File: src/rtl/instr_loader.sv
// Byte-stream boot loader: header word count, little-endian payload words
// written to instruction memory, XOR checksum gate on CPU release.
module instr_loader #(
  parameter int ADDR_WIDTH = 6
) (
  input  logic                  clk,
  input  logic                  rst_n,
  input  logic                  start,
  input  logic                  byte_valid,
  input  logic [7:0]            byte_data,
  output logic                  byte_ready,
  output logic                  mem_we,
  output logic [ADDR_WIDTH-1:0] mem_addr,
  output logic [31:0]           mem_wdata,
  output logic                  cpu_hold,
  output logic                  done,
  output logic                  error
);

  localparam logic [2:0] S_IDLE  = 3'd0;
  localparam logic [2:0] S_HDR   = 3'd1;
  localparam logic [2:0] S_LOAD  = 3'd2;
  localparam logic [2:0] S_CHECK = 3'd3;
  localparam logic [2:0] S_DONE  = 3'd4;
  localparam logic [2:0] S_ERR   = 3'd5;

  localparam logic [31:0] CAP = 32'd1 << ADDR_WIDTH;

  logic [2:0]            state;
  logic [7:0]            wleft;
  logic [7:0]            acc;
  logic [1:0]            bidx;
  logic [ADDR_WIDTH-1:0] widx;
  logic [23:0]           asm_q;
  logic                  xfer;

  assign byte_ready = (state == S_HDR) ||
                      (state == S_LOAD) ||
                      (state == S_CHECK);
  assign xfer       = byte_valid && byte_ready;
  assign done       = (state == S_DONE);
  assign error      = (state == S_ERR);
  assign cpu_hold   = (state != S_DONE);

  always_ff @(posedge clk or negedge rst_n) begin
    if (!rst_n) begin
      state     <= S_IDLE;
      wleft     <= '0;
      acc       <= '0;
      bidx      <= '0;
      widx      <= '0;
      asm_q     <= '0;
      mem_we    <= 1'b0;
      mem_addr  <= '0;
      mem_wdata <= '0;
    end else begin
      mem_we <= 1'b0;
      unique case (state)
        S_IDLE, S_DONE, S_ERR: begin
          if (start) begin
            state <= S_HDR;
            wleft <= '0;
            acc   <= '0;
            bidx  <= '0;
            widx  <= '0;
            asm_q <= '0;
          end
        end
        S_HDR: begin
          if (xfer) begin
            wleft <= byte_data;
            if ({24'd0, byte_data} > CAP)
              state <= S_ERR;
            else if (byte_data == 8'd0)
              state <= S_CHECK;
            else
              state <= S_LOAD;
          end
        end
        S_LOAD: begin
          if (xfer) begin
            acc  <= acc ^ byte_data;
            bidx <= bidx + 2'd1;
            // first three bytes shift in from the top; the fourth completes the word
            if (bidx == 2'd3) begin
              mem_we    <= 1'b1;
              mem_addr  <= widx;
              mem_wdata <= {byte_data, asm_q};
              widx      <= widx + 1'b1;
              wleft     <= wleft - 8'd1;
              if (wleft == 8'd1)
                state <= S_CHECK;
            end else begin
              asm_q <= {byte_data, asm_q[23:8]};
            end
          end
        end
        S_CHECK: begin
          if (xfer)
            state <= (byte_data == acc) ? S_DONE : S_ERR;
        end
        default: state <= S_IDLE;
      endcase
    end
  end

endmodule
File: config.mk
export PLATFORM = sky130hd
export DESIGN_NAME = instr_loader
export DESIGN_NICKNAME = d
export VERILOG_FILES = /design/src/rtl/instr_loader.sv
export SDC_FILE = /design/constraint.sdc
export NUM_CORES = 1
export LEC_CHECK = 0
export ABC_AREA = 1
export CELL_PAD_IN_SITES_DETAIL_PLACEMENT = 1
export CELL_PAD_IN_SITES_GLOBAL_PLACEMENT = 1
export CORE_MARGIN = 3
export CORE_UTILIZATION = 41
export DETAILED_ROUTE_END_ITERATION = 7
export GPL_ROUTABILITY_DRIVEN = 0
export PLACE_DENSITY = 0.79
export SETUP_SLACK_MARGIN = 0.1
export SYNTH_ARGS = -nofsm -noshare
export SYNTH_HDL_FRONTEND = slang
export SYNTH_SLANG_ARGS = --single-unit
File: constraint.sdc
create_clock -name clk -period 1.66 [get_ports clk]
set_input_delay 0.415 -clock clk [delete_from_list [all_inputs] [get_ports clk]]
set_output_delay 0.415 -clock clk [all_outputs]
set_load 0.02 [all_outputs]
==> qor.csv <==
metric,value,unit
outcome,"finished, violations left",
failing checks,negative setup slack,
initial core utilization,42.2,%
pwr dens,1330,mW/mm2
part of the cycle the worst path needs,108,%
DRC violations left,0,
Yosys reg bits,90,
Final Net Count,572,
boundary pin count,55,
post-route ant nets,0,
Antenna Cells,0,
post-synthesis sequential area ratio,57.5,%
PortBufs,54,
Fillers,999,
sequential cell area,0.00226,mm2
WL per Instance,24.0,um
placed cells,643,
number of max-cap violations,0,
Root Driver,clkbuf_8,
max_slew headroom,71.2,%
Synth area leaders,"dfrtp_1 (57%), nand2_1 (9.9%), inv_1 (5.9%)",
Layout area overhead,55.6,%
WP data required,1.94,ns
Final setup viols,32,
Longest Clk Path Bufs,2,
Max Fclk,0.558,GHz
Core ar.,0.00928,mm2
largest net degree at the start of global routing,61,
Worst-Margin Slew,0.431,ns
critical path type,flip-flop to flip-flop,
global-route wire length before repair,19.2,mm
total iterations of the first detailed-routing run,5,
Async SR Flop Fraction,100,%
clock skew,0.0169,ns
commonest cells in the synthesized netlist,"nand2_1 (103), dfrtp_1 (90), inv_1 (62)",
Die H,104,um
number of global-route vias before repair,3722,
Yosys top cell by area,dfrtp_1,
Via density,5.57,
GRT Util Overall,22.1,%
proportion of layout cells with a drive suffix above 1,36.4,%
clock sink count,90,
top-area cell type share of the netlist area,57.5,%
Critical Path Fanout Max,6,
Max Transition Viols Final,0,
"Distinct cells, synth",25,
yosys warns,0,
endpoint class of the critical path,flip-flop,
"Hold Vio Cnt, Final",0,
RSZ-0062 raised after global routing,true,
worst vdd ir,1080,uV
Routed WL,16.6,mm
Final Non-Filler Cells,690,
initial antenna violation count,0,
clock latency on the worst-skew pair,0.37,ns
"Net Count, Synth",451,
Hold Path Class,input port to asynchronous set/reset pin,
"EDFF count, synth",0,
Post-Syn Instances,435,
predominant post-synthesis flop cell,dfrtp_1,
cell row count,35,
CTS tree,built,
CP Data Arrival Time,2.08,ns
via count,3845,
die width,104,um
clock-pin slew on the worst setup and hold paths,0.10,ns
H-tree levels,3,
Avg Inst Size Synth,9.01,um2
area of the multi-input gates,0.00185,mm2
setup TNS,-2.00,ns
most numerous cell in the Yosys netlist,nand2_1,
Worst Slack Setup Final,-0.133,ns
Final min period,1.79,ns
gr ovfl total,0,
full die area,0.0108,mm2
CTS buffer count,9,
DR iter-0 viols,234,
Critical Path Source Type,flip-flop,
Syn Std Cell Area,0.00392,mm2
DP HPWL,7.48,mm
leakage power,2.93,nW
[sequential cells by signal (all words and copies together) (netlist names)]
| signal | cells |
|---|---|
| bidx | 2 |
| widx | 6 |
| acc | 8 |
| mem_wdata | 32 |
| mem_we | 1 |
| asm_q | 24 |
| mem_addr | 6 |
| wleft | 8 |
| state | 3 |
[metal layers]
layer | routed length, um | GRT usage [%] | vias to the layer above
met2 | 8750 | 38.5 | 166
met3 | 830 | 3.30 | 74
met1 | 6120 | 28.1 | 1946
met5 | 0 | 0 | -
li1 | - | - | 1659
met4 | 885 | 7.88 | 0
[cells by family after synthesis]
kind of cell | synth area share (%)
AND/OR/NAND/NOR | 17.0
AO/OA/AOI/OAI | 15.2
flip-flops | 57.5
buffers and inverters | 8.14
XOR/XNOR | 0.894
adder cells (fa/ha/maj) | 1.28
[cell type report]
cell class              count  area share [%]
multi-input cells         266            30.3
flip-flops and latches     90            37.0
repair buffers            125            23.1
clock inverters             6           0.800
well taps                 129            2.65
inverters                  64            4.02
clock buffers              10            2.09
[metrics by stage]
step | instance area, um2 | hold slack, ns | util [%] | power, W | setup slack (ns)
6_report | 6100 | 0.389 | 65.7 | 0.00812 | -0.133
5_1_grt | 6100 | 0.390 | 65.7 | 0.00842 | -0.147
4_1_cts | 5400 | 0.382 | 58.2 | 0.00665 | -0.0427
3_5_place_dp | 4920 | 0.228 | 53.0 | 0.00479 | -0.195
3_3_place_gp | 4920 | 0.227 | 53.0 | 0.00470 | -0.219
2_1_floorplan | 3920 | 0.119 | - | 0.00380 | 0.131
[cells in the final DEF (no fill, tap or decap), types with 10 or more instances in the layout]
cell / synthesis / routed
buf_6: 1 / 19
inv_1: 62 / 57
nand3_1: 13 / 12
dfrtp_1: 90 / 87
buf_12: 0 / 10
clkdlybuf4s50_1: 0 / 10
o21ai_1: 28 / 32
o21ai_2: 0 / 21
nand2_1: 103 / 73
nand2_2: 5 / 28
o22ai_2: 0 / 26
o21ai_0: 35 / 10
dlygate4sd2_1: 0 / 36
buf_4: 0 / 34
nor2_1: 22 / 17
[report_power, final]
group	internal [W]	total [W]	switching (W)
registers	0.00236	0.00252	0.000160
clock network	0.000560	0.00148	0.000916
logic	0.00185	0.00412	0.00227
[final timing paths]
path	startpoint	slack (ns)	depth (start not counted)	end
worst max-delay path	state[2]$_DFFE_PN0P_	-0.13	8	asm_q[10]$_DFFE_PN0P_
worst min-delay path	rst_n	0.39	2	mem_wdata[7]$_DFFE_PN0P_
worst max register to register	state[2]$_DFFE_PN0P_	-0.13	8	asm_q[10]$_DFFE_PN0P_
worst min register to register	mem_wdata[10]$_DFFE_PN0P_	0.50	2	mem_wdata[10]$_DFFE_PN0P_
max in group asynchronous	rst_n	0.72	3	state[2]$_DFFE_PN0P_
min in group clk	mem_wdata[10]$_DFFE_PN0P_	0.50	2	mem_wdata[10]$_DFFE_PN0P_
[worst max-delay path, stage by stage, from the launching register on]
cell and delay (ns):
dfrtp_2 0.46, inv_2 0.10, buf_4 0.12, nand3_4 0.09, buf_4 0.18, nor2_4 0.26, nand2_8 0.12, clkbuf_16 0.19
o22ai_2 0.19
[what timing repair did]
item                                   4_1_cts  5_1_grt
gates resized for setup                    148       87
gates cloned                                 1       13
endpoints found under the hold margin        2        0
pin swaps                                   23       11
hold buffers                                 1        0
buffers inserted                             8       11
setup endpoints to repair                  100       91
Power figures use the tool's default switching activity.
